===== config.mk =====
export PLATFORM = sky130hd
export DESIGN_NAME = chord_voice_scheduler
export DESIGN_NICKNAME = d
export VERILOG_FILES = /design/src/rtl/chord_voice_scheduler.sv
export SDC_FILE = /design/constraint.sdc
export NUM_CORES = 1
export LEC_CHECK = 0
export ABC_AREA = 1
export CORE_MARGIN = 8
export CORE_UTILIZATION = 50
export DETAILED_ROUTE_END_ITERATION = 12
export HOLD_SLACK_MARGIN = 0.03
export PLACE_DENSITY = 0.77
export SLEW_MARGIN = 20
export SYNTH_ARGS = -nofsm -noshare
export SYNTH_HDL_FRONTEND = slang
export SYNTH_SLANG_ARGS = --single-unit

===== constraint.sdc =====
create_clock -name clk -period 4.6 [get_ports clk]
set_input_delay 1.15 -clock clk [delete_from_list [all_inputs] [get_ports clk]]
set_output_delay 1.15 -clock clk [all_outputs]
set_load 0.02 [all_outputs]

===== src/rtl/chord_voice_scheduler.sv =====
// Three-voice note scheduler: assigns note events to free (or least-busy) voices,
// tracks per-voice remaining beats and stalls the song reader on wait events.
module chord_voice_scheduler #(
   parameter int NOTE_W = 6,
   parameter int DUR_W  = 6
) (
   input  logic              clk,
   input  logic              reset,
   input  logic              play_enable,
   input  logic              beat,
   input  logic              event_valid,
   input  logic              event_is_wait,
   input  logic [NOTE_W-1:0] event_note,
   input  logic [DUR_W-1:0]  event_duration,
   output logic              event_ready,
   output logic [2:0]        voice_load,
   output logic [NOTE_W-1:0] voice_note,
   output logic [DUR_W-1:0]  voice_duration,
   output logic [2:0]        voice_active,
   output logic              voice_stolen
);

   typedef enum logic [1:0] {IDLE, ISSUE, WAIT} state_t;

   state_t           state, state_nxt;
   logic [DUR_W-1:0] rem [3];
   logic [DUR_W-1:0] wait_cnt;

   logic             tick;
   logic             handshake;
   logic             note_ok;
   logic             wait_ok;
   logic [1:0]       sel;
   logic [DUR_W-1:0] min_rem;
   logic             steal;
   logic [2:0]       sel_onehot;

   function automatic logic [DUR_W-1:0] dec_sat(input logic [DUR_W-1:0] v);
      return (v == '0) ? v : v - DUR_W'(1);
   endfunction

   assign tick        = beat & play_enable;
   assign event_ready = (state == IDLE) & play_enable;
   assign handshake   = event_valid & event_ready;
   assign note_ok     = handshake & ~event_is_wait & (event_note != '0) & (event_duration != '0);
   assign wait_ok     = handshake & event_is_wait & (event_duration != '0);

   // Smallest remaining count wins, ties to the lowest index; a free voice has rem 0,
   // so it is always preferred and only a nonzero minimum means a steal.
   always_comb begin
      sel     = 2'd0;
      min_rem = rem[0];
      for (int i = 1; i < 3; i++) begin
         if (rem[i] < min_rem) begin
            min_rem = rem[i];
            sel     = 2'(i);
         end
      end
   end

   assign steal      = (min_rem != '0);
   assign sel_onehot = 3'b001 << sel;

   always_comb begin
      for (int i = 0; i < 3; i++) begin
         voice_active[i] = (rem[i] != '0);
      end
   end

   always_comb begin
      state_nxt = state;
      case (state)
         IDLE:    if (note_ok) state_nxt = ISSUE;
                  else if (wait_ok) state_nxt = WAIT;
         ISSUE:   state_nxt = IDLE;
         WAIT:    if (tick && wait_cnt == DUR_W'(1)) state_nxt = IDLE;
         default: state_nxt = IDLE;
      endcase
   end

   // Handshake edge registers the strobe; the ISSUE cycle then commits rem[sel].
   always_ff @(posedge clk) begin
      if (reset) begin
         state          <= IDLE;
         wait_cnt       <= '0;
         voice_load     <= '0;
         voice_note     <= '0;
         voice_duration <= '0;
         voice_stolen   <= 1'b0;
         for (int i = 0; i < 3; i++) rem[i] <= '0;
      end else begin
         state          <= state_nxt;
         voice_load     <= note_ok ? sel_onehot : 3'b000;
         voice_note     <= note_ok ? event_note : '0;
         voice_duration <= note_ok ? event_duration : '0;
         voice_stolen   <= note_ok & steal;

         if (wait_ok)
            wait_cnt <= event_duration;
         else if (state == WAIT && tick)
            wait_cnt <= wait_cnt - DUR_W'(1);

         for (int i = 0; i < 3; i++) begin
            if (state == ISSUE && voice_load[i])
               rem[i] <= voice_duration;
            else if (tick)
               rem[i] <= dec_sat(rem[i]);
         end
      end
   end

endmodule

==> out/qor.yml, run 1 <==
outcome:
  outcome: "finished, final reports clean"
grt:
  grt_max_degree: 14
  first_global_vias: 2218
  antenna_found_initial: 0
  grt_first_pass_wirelength_mm: 10.07
  grt_overflow: 0
  grtUsageTotal: 0.1691
clock_tree:
  cts_buffers: 5
  clockRootBuffer: "clkbuf_8"
  h-tree-depth: 2
  clk_pin_slew_ps: 80
  post_cts_resized: 0
  cts_num_sinks: 42
  cts_tree: "done"
  clkLatencyLatePin_ps: 300
  cts.hold.buffers_added: 0
  cts_max_path_buffers: 2
  post-cts-setup-buffers: 0
synthesis:
  synth.largest_area_cell: "edfxtp_1"
  synthDistinctLibCells: 34
  synth_fp_nets: 350
  synth_edf_count: 18
  syn_avg_cell_area_um2: 7.933
  synth-async-reset-ratio: 0
  synth_ff_type: "dfxtp_1"
  synth_cells: 317
  synth_warnings: 0
  synth_top_cell_area_share: 0.2149
  ys_seq_elements: 42
  yosysMostFrequentCell: "nand2_1"
  yosys-top-cells-area: "edfxtp_1 21%, dfxtp_1 19%, nand2_1 9.0%"
  netlist_top_cells_count: "60 x nand2_1, 56 x inv_1, 28 x nor2_1, 24 x dfxtp_1"
  netlist_area_um2: 2515
  ys_seq_area_frac: 0.4060
setup_path:
  crit_chain: "clkdlybuf4s50_1, nor3b_4, clkdlybuf4s50_1"
  crit_path_start_kind: "input port"
  required_ps: 3450
  cpMaxStageDelayCell: "clkdlybuf4s50_1"
  critPathMaxStageDelay_ps: 640
  crit_type: "in -> out"
  cp.arrival_ps: 2490
  critPathTopFamily: "buffers and inverters"
  cp-end-kind: "output port"
  crit_buf_inv: 2
  worst_path_most_repeated_cell: "clkdlybuf4s50_1"
  r2r_slack_ps: 1600
  path_max_fanout: 3
cells_and_area:
  drive_gt1_frac: 0.08914
  area_growth_pct: 21.29
  nets: 391
  diodes: 0
  fill_cells: 477
  final_cells: 429
  post-route-util: 0.6129
power:
  p_per_area_nw_per_um2: 287.5
  power.leakage_nw: 1.298
  vdd_drop_max_mv: 0.1543
run:
  drv_cap: 0
floorplan:
  die-area_um2: 7555
  initial_core_util: 0.5053
  core_region_area_um2: 4977
  die-width_um: 86.92
  pin_count: 38
  die_h_um: 86.92
  rows: 26
routing:
  ant_nets: 0
  drc: 0
  firstDrtPassIters: 4
  viasPerCell: 5.023
  via_count: 2155
  first_iter_violations: 94
  routedWlPerCell_um: 13.75
  routed_wl_mm: 5.900
sta:
  worst_slack_ps: 956.1
  hold_viol_final: 0
  rsz0062_at_grt: "false"
  fin_crit_sh: 0.7922
  clock.fmax_ghz: 0.2744
  worst_pin_slew_ps: 659.2
  fin_crit_ps: 3644
  slew_headroom: 0.5586
  setup_viol: 0
  fin_tns_setup_ps: 0
  fin_skew_ps: 6.736
  maxSlewViolCount: 0
placement:
  place.gp.congestion: 0.9077
  dp_slack_ps: 953.7
  io_buffer_count: 37
  placed_cells: 421
  dp_hpwl_mm: 4.769
hold_path:
  hold_class: "reg -> reg"
==> path summary, 6_finish.rpt <==
kind | cells past startpoint | endpoint | from
min | 2 | wait_cnt[1] | wait_cnt[1]
max reg2reg | 14 | voice_load[1] | rem[1][3]
min reg2reg | 2 | wait_cnt[1] | wait_cnt[1]
max | 3 | event_ready | play_enable
==> power by group <==
group / total [W] / internal (W) / switching [W]
registers: 0.000422 / 0.000406 / 0.0000154
clock network: 0.000273 / 0.000140 / 0.000133
logic: 0.000182 / 0.0000722 / 0.000110
total: 0.000877 / 0.000619 / 0.000258
==> through the flow <==
stage               hold slack, ps  cell area, um2  total power [W]
floorplan                    442.3            2515        0.0005521
CTS                          489.1            3050        0.0008817
finish                       490.3            3050        0.0008769
detailed placement           478.3            2945        0.0006117
global placement             465.6            2945        0.0006048
global route                 518.6            3050        0.0009214
==> cell families (layout without fill, tap and decap cells) <==
group | after synthesis | in the layout | share of synthesized area
buffers and inverters | 67 | 109 | 0.1065
adder cells (fa/ha/maj) | 15 | 15 | 0.07463
AO/OA/AOI/OAI | 49 | 49 | 0.1119
flip-flops | 42 | 42 | 0.4060
AND/OR/NAND/NOR | 135 | 135 | 0.2697
XOR/XNOR | 9 | 9 | 0.03134
==> cells in the final DEF, fill, tap and decap left out, types with 2 or more instances in the layout <==
| master | synthesis | routed |
|---|---|---|
| a211oi_1 | 3 | 3 |
| a21oi_1 | 10 | 10 |
| a31oi_1 | 6 | 6 |
| clkbuf_8 | 0 | 5 |
| clkdlybuf4s50_1 | 0 | 37 |
| dfxtp_1 | 24 | 24 |
| edfxtp_1 | 18 | 18 |
| ha_1 | 15 | 15 |
| inv_1 | 56 | 56 |
| inv_2 | 8 | 8 |
| nand2_1 | 60 | 60 |
| nand3_1 | 18 | 18 |
| nand4_1 | 4 | 4 |
| nor2_1 | 28 | 28 |
| nor2_4 | 11 | 11 |
| nor3_1 | 4 | 4 |
| nor4_1 | 2 | 2 |
| o211ai_1 | 4 | 4 |
| o21ai_0 | 10 | 10 |
| o21ai_1 | 12 | 12 |
| o221ai_1 | 2 | 2 |
| xnor2_1 | 4 | 4 |
| xor2_1 | 5 | 5 |
==> final cells by class <==
cell class	count	area (um2)	share of cell area
multi-input combinational	208	1226	0.4020
timing repair buffer	37	370.4	0.1214
clock buffer	7	97.59	0.03199
sequential	42	1021	0.3347
tap	70	87.58	0.02871
clock inverter	1	7.507	0.002461
inverter	64	240.2	0.07875
==> registers in the layout, indices dropped and copies added, names as in the netlist <==
register        cells
rem                18
state               2
voice_duration      6
voice_load          3
voice_note          6
voice_stolen        1
wait_cnt            6
==> metal layers <==
metal / global-route usage / vias up / wire (um)
met5: 0 / - / 0
met3: 0.03679 / 11 / 213
met1: 0.1723 / 981 / 2458
met2: 0.3248 / 49 / 3128
li1: - / 1114 / -
met4: 0.06416 / 0 / 100
==> worst min-delay path, cell delays in order, from the launching register on <==
cell and delay, ps:
dfxtp_1 320, nand2_1 60, a31oi_1 60
No activity file was read; power rests on OpenSTA's default activity.
==> inputs of run 2 (changes only) <==
- clock period: 4.6 -> 3.5 ns (I/O delays scaled with it)
==> out/qor.yml, run 2 (synthesis results as in run 1) <==
outcome:
  outcome: "finished, final reports clean"
grt:
  antenna_found_initial: 0
  grt-busiest-layer: "met2"
  grtUsageTotal: 0.1697
  first_global_vias: 2187
  grtUsageMet1: 0.1870
  grt_max_degree: 14
  grt_overflow: 0
  met3_usage: 0.03679
  use_met2: 0.3033
  grt_first_pass_wirelength_mm: 10.06
placement:
  placed_cells: 421
  io_buffer_count: 37
  place.gp.congestion: 0.8864
  dp_slack_ps: 389.2
  dp_hpwl_mm: 4.685
cells_and_area:
  regArea_um2: 1021
  fill_cells: 460
  regMostFlops: "rem"
  final_cells: 429
  nets: 391
  final_cell_mix: "60 x nand2_1, 56 x inv_1, 37 x clkdlybuf4s50_1"
  area_growth_pct: 21.14
  largest_reg_flops: 18
  drive_gt1_frac: 0.08635
  mostFrequentLayoutCell: "nand2_1"
  multi_input_area_um2: 1226
  diodes: 0
routing:
  viasPerCell: 5.124
  routed_wl_mm: 5.916
  drc: 0
  ant_nets: 0
  first_iter_violations: 159
  via_count: 2198
  routedWlPerCell_um: 13.79
  firstDrtPassIters: 4
setup_path:
  crit_path_start_kind: "input port"
  cp.arrival_ps: 2220
  cp-end-kind: "output port"
  crit_type: "in -> out"
  required_ps: 2620
  path_max_fanout: 3
clock_tree:
  clkLatencyLatePin_ps: 300
  cts.hold.buffers_added: 0
  post-cts-setup-buffers: 0
  clk_pin_slew_ps: 80
  cts_num_sinks: 42
  post_cts_resized: 0
  cts_max_path_buffers: 2
  h-tree-depth: 2
  cts_tree: "done"
  clockRootBuffer: "clkbuf_8"
  cts_buffers: 5
sta:
  rsz0062_at_grt: "false"
  setup_viol: 0
  fin_tns_setup_ps: 0
  slew_headroom: 0.5605
  clock.fmax_ghz: 0.3231
  maxSlewViolCount: 0
  fin_crit_ps: 3095
  fin_crit_sh: 0.8844
  hold_viol_final: 0
  fin_skew_ps: 2.418
  worst_slack_ps: 404.5
  worst_pin_slew_ps: 656.4
floorplan:
  core_region_area_um2: 4977
  rows: 26
  pin_count: 38
  die-area_um2: 7555
  die-width_um: 86.92
  die_h_um: 86.92
  initial_core_util: 0.5053
hold_path:
  hold_class: "reg -> reg"
power:
  power.leakage_nw: 1.299
  vdd_drop_max_mv: 0.2080
  power_switching_w: 0.0003393
  seqPwrFrac: 0.481
  p_int_w: 0.0008146
  p_comb_frac: 0.209
  p_per_area_nw_per_um2: 378.7
  pwr-share-clk: 0.310
  sw_frac_of_total: 0.2941
run:
  drv_cap: 0
run 2: per-layer routing:
layer | vias up | part of all wire | wire (um)
li1 | 1116 | - | -
met5 | - | 0 | 0
met4 | 0 | 0.023 | 134
met3 | 12 | 0.048 | 284
met2 | 57 | 0.51 | 3001
met1 | 1013 | 0.42 | 2495
run 2: worst max-delay path, stage by stage:
cell and delay, ps:
clkdlybuf4s50_1 470, nor3b_4 230, clkdlybuf4s50_1 640
run 2: stage by stage:
stage                     total power, W  cell area, um2  utilization  hold slack (ps)
final                           0.001154            3047       0.6121            479.7
after CTS                       0.001154            3047       0.6121            481.9
after detailed placement       0.0008019            2945       0.5918            469.8
after global routing            0.001210            3047       0.6121            503.0
after floorplan                0.0007256            2515            -            442.3
after global placement         0.0007952            2945       0.5918            469.0
run 2: worst paths after layout:
| check | startpoint | end | slack (ps) | cells after the start |
|---|---|---|---|---|
| setup / recovery | play_enable | event_ready | 400 | 3 |
| hold / removal | wait_cnt[1] | wait_cnt[1] | 480 | 2 |
| setup reg to reg | rem[1][4] | voice_load[1] | 620 | 15 |
| hold reg to reg | wait_cnt[1] | wait_cnt[1] | 480 | 2 |
run 2: cell type report:
type | count | share of cell area
multi-input combinational | 208 | 0.4025
tap | 70 | 0.02875
timing repair buffer | 37 | 0.1216
sequential | 42 | 0.3351
inverter | 64 | 0.07885
clock buffer | 8 | 0.03326
run 2: power by group through the flow:
stage	Sequential [W]	Clock [W]	Combinational, W
final	0.000555	0.000358	0.000241
after global routing	0.000557	0.000380	0.000273
after global placement	0.000565	0	0.000231
after CTS	0.000554	0.000360	0.000240
after detailed placement	0.000565	0	0.000237
after floorplan	0.000564	0	0.000161
==> inputs of run 3 (changes only) <==
- CORE_MARGIN: 8 -> 2
==> out/qor.yml, run 3 (synthesis results as in run 1) <==
routing:
  firstDrtPassIters: 4
  routed_wl_mm: 5.656
  drc: 0
  viasPerCell: 5.080
  first_iter_violations: 123
  via_count: 2164
  ant_nets: 0
  routedWlPerCell_um: 13.28
power:
  power.leakage_nw: 1.291
  power_w: 0.001097
  vdd_drop_max_mv: 0.1869
  p_per_area_nw_per_um2: 363.0
clock_tree:
  clockRootBuffer: "clkbuf_8"
  cts_buffers: 5
  clk_pin_slew_ps: 70
  cts.hold.buffers_added: 0
  post_cts_resized: 0
  cts_tree: "done"
  h-tree-depth: 2
  cts_max_path_buffers: 2
  post-cts-setup-buffers: 0
  clkLatencyLatePin_ps: 300
  cts_num_sinks: 42
cells_and_area:
  regArea_um2: 1021
  regMostFlops: "rem"
  mostFrequentLayoutCell: "nand2_1"
  area_growth_pct: 20.20
  largest_reg_flops: 18
  diodes: 0
  drive_gt1_frac: 0.08635
  final_cells: 426
  fill_cells: 416
  multi_input_area_um2: 1226
  nets: 391
  final_area_um2: 3023
  final_cell_mix: "60 x nand2_1, 56 x inv_1, 37 x clkdlybuf4s50_1"
placement:
  placed_cells: 418
  dp_hpwl_mm: 4.493
  place.gp.congestion: 0.9128
  io_buffer_count: 37
  post_dp_cell_area_um2: 2942
  dp_slack_ps: 409.6
grt:
  grt_first_pass_wirelength_mm: 9.570
  grtUsageTotal: 0.2251
  grt_overflow: 0
  grt_max_degree: 14
  first_global_vias: 2141
  antenna_found_initial: 0
sta:
  maxSlewViolCount: 0
  worst_pin_slew_ps: 634.7
  fin_crit_sh: 0.8829
  clock.fmax_ghz: 0.3236
  fin_skew_ps: 8.988
  slew_headroom: 0.5750
  worst_slack_ps: 409.7
  fin_crit_ps: 3090
  hold_viol_final: 0
  rsz0062_at_grt: "false"
  setup_viol: 0
  fin_tns_setup_ps: 0
floorplan:
  core_region_area_um2: 4786
  die-area_um2: 5613
  die_h_um: 74.92
  rows: 25
  initial_core_util: 0.5255
  die-width_um: 74.92
  pin_count: 38
setup_path:
  path_max_fanout: 3
  crit_path_start_kind: "input port"
  cp-end-kind: "output port"
  required_ps: 2620
  r2r_slack_ps: 610
  r2r-end: "voice_load[1]"
  crit_type: "in -> out"
  r2r_start: "rem[0][5]"
  cp.arrival_ps: 2220
  r2r_cells: 16
hold_path:
  hold_class: "reg -> reg"
  min_from: "wait_cnt[1]"
  hold_end: "wait_cnt[1]"
  min_delay_path_depth: 2
run:
  drv_cap: 0
outcome:
  outcome: "finished, final reports clean"
==> run 3: cell count changes in the layout (fill, tap and decap cells not counted), sizes merged <==
cell / delta
clkbuf: -2
clkinv: +2
==> run 3: stage by stage <==
step                utilization  hold slack, ps
finish                   0.6316           490.1
global route             0.6316           513.8
CTS                      0.6316           494.5
detailed placement       0.6146           481.9
global placement         0.6146           472.4
floorplan                     -           442.3
==> run 3: worst max-delay path by stage <==
| stage | startpoint | end | cells after the start |
|---|---|---|---|
| after floorplan | rem[0][4] | voice_load[1] | 16 |
| after global placement | play_enable | event_ready | 3 |
| after detailed placement | play_enable | event_ready | 3 |
| after CTS | play_enable | event_ready | 3 |
| after global routing | rem[0][5] | voice_load[1] | 15 |
| final | play_enable | event_ready | 3 |
==> run 3: power breakdown <==
| part | switching, W | internal (W) |
|---|---|---|
| clock network | 0.000168 | 0.000137 |
| registers | 0.0000198 | 0.000534 |
| logic | 0.000143 | 0.0000947 |
| total | 0.000331 | 0.000766 |
==> run 3: per-layer routing <==
metal  track usage  wire [um]
met4       0.07738         77
met1        0.2746       2405
met5             0          0
met2        0.3986       2924
met3       0.04016        248
==> run 3: area by class of cell <==
class                   instances  area share
multi-input cells             208      0.4056
flip-flops and latches         42      0.3377
repair buffers                 37      0.1225
inverters                      64     0.07947
well taps                      67     0.02773
clock buffers                   6     0.02401
clock inverters                 2    0.002897
==> run 3: worst max-delay path, cell delays in order <==
cell	delay [ps]
clkdlybuf4s50_1	470
nor3b_4	230
clkdlybuf4s50_1	640
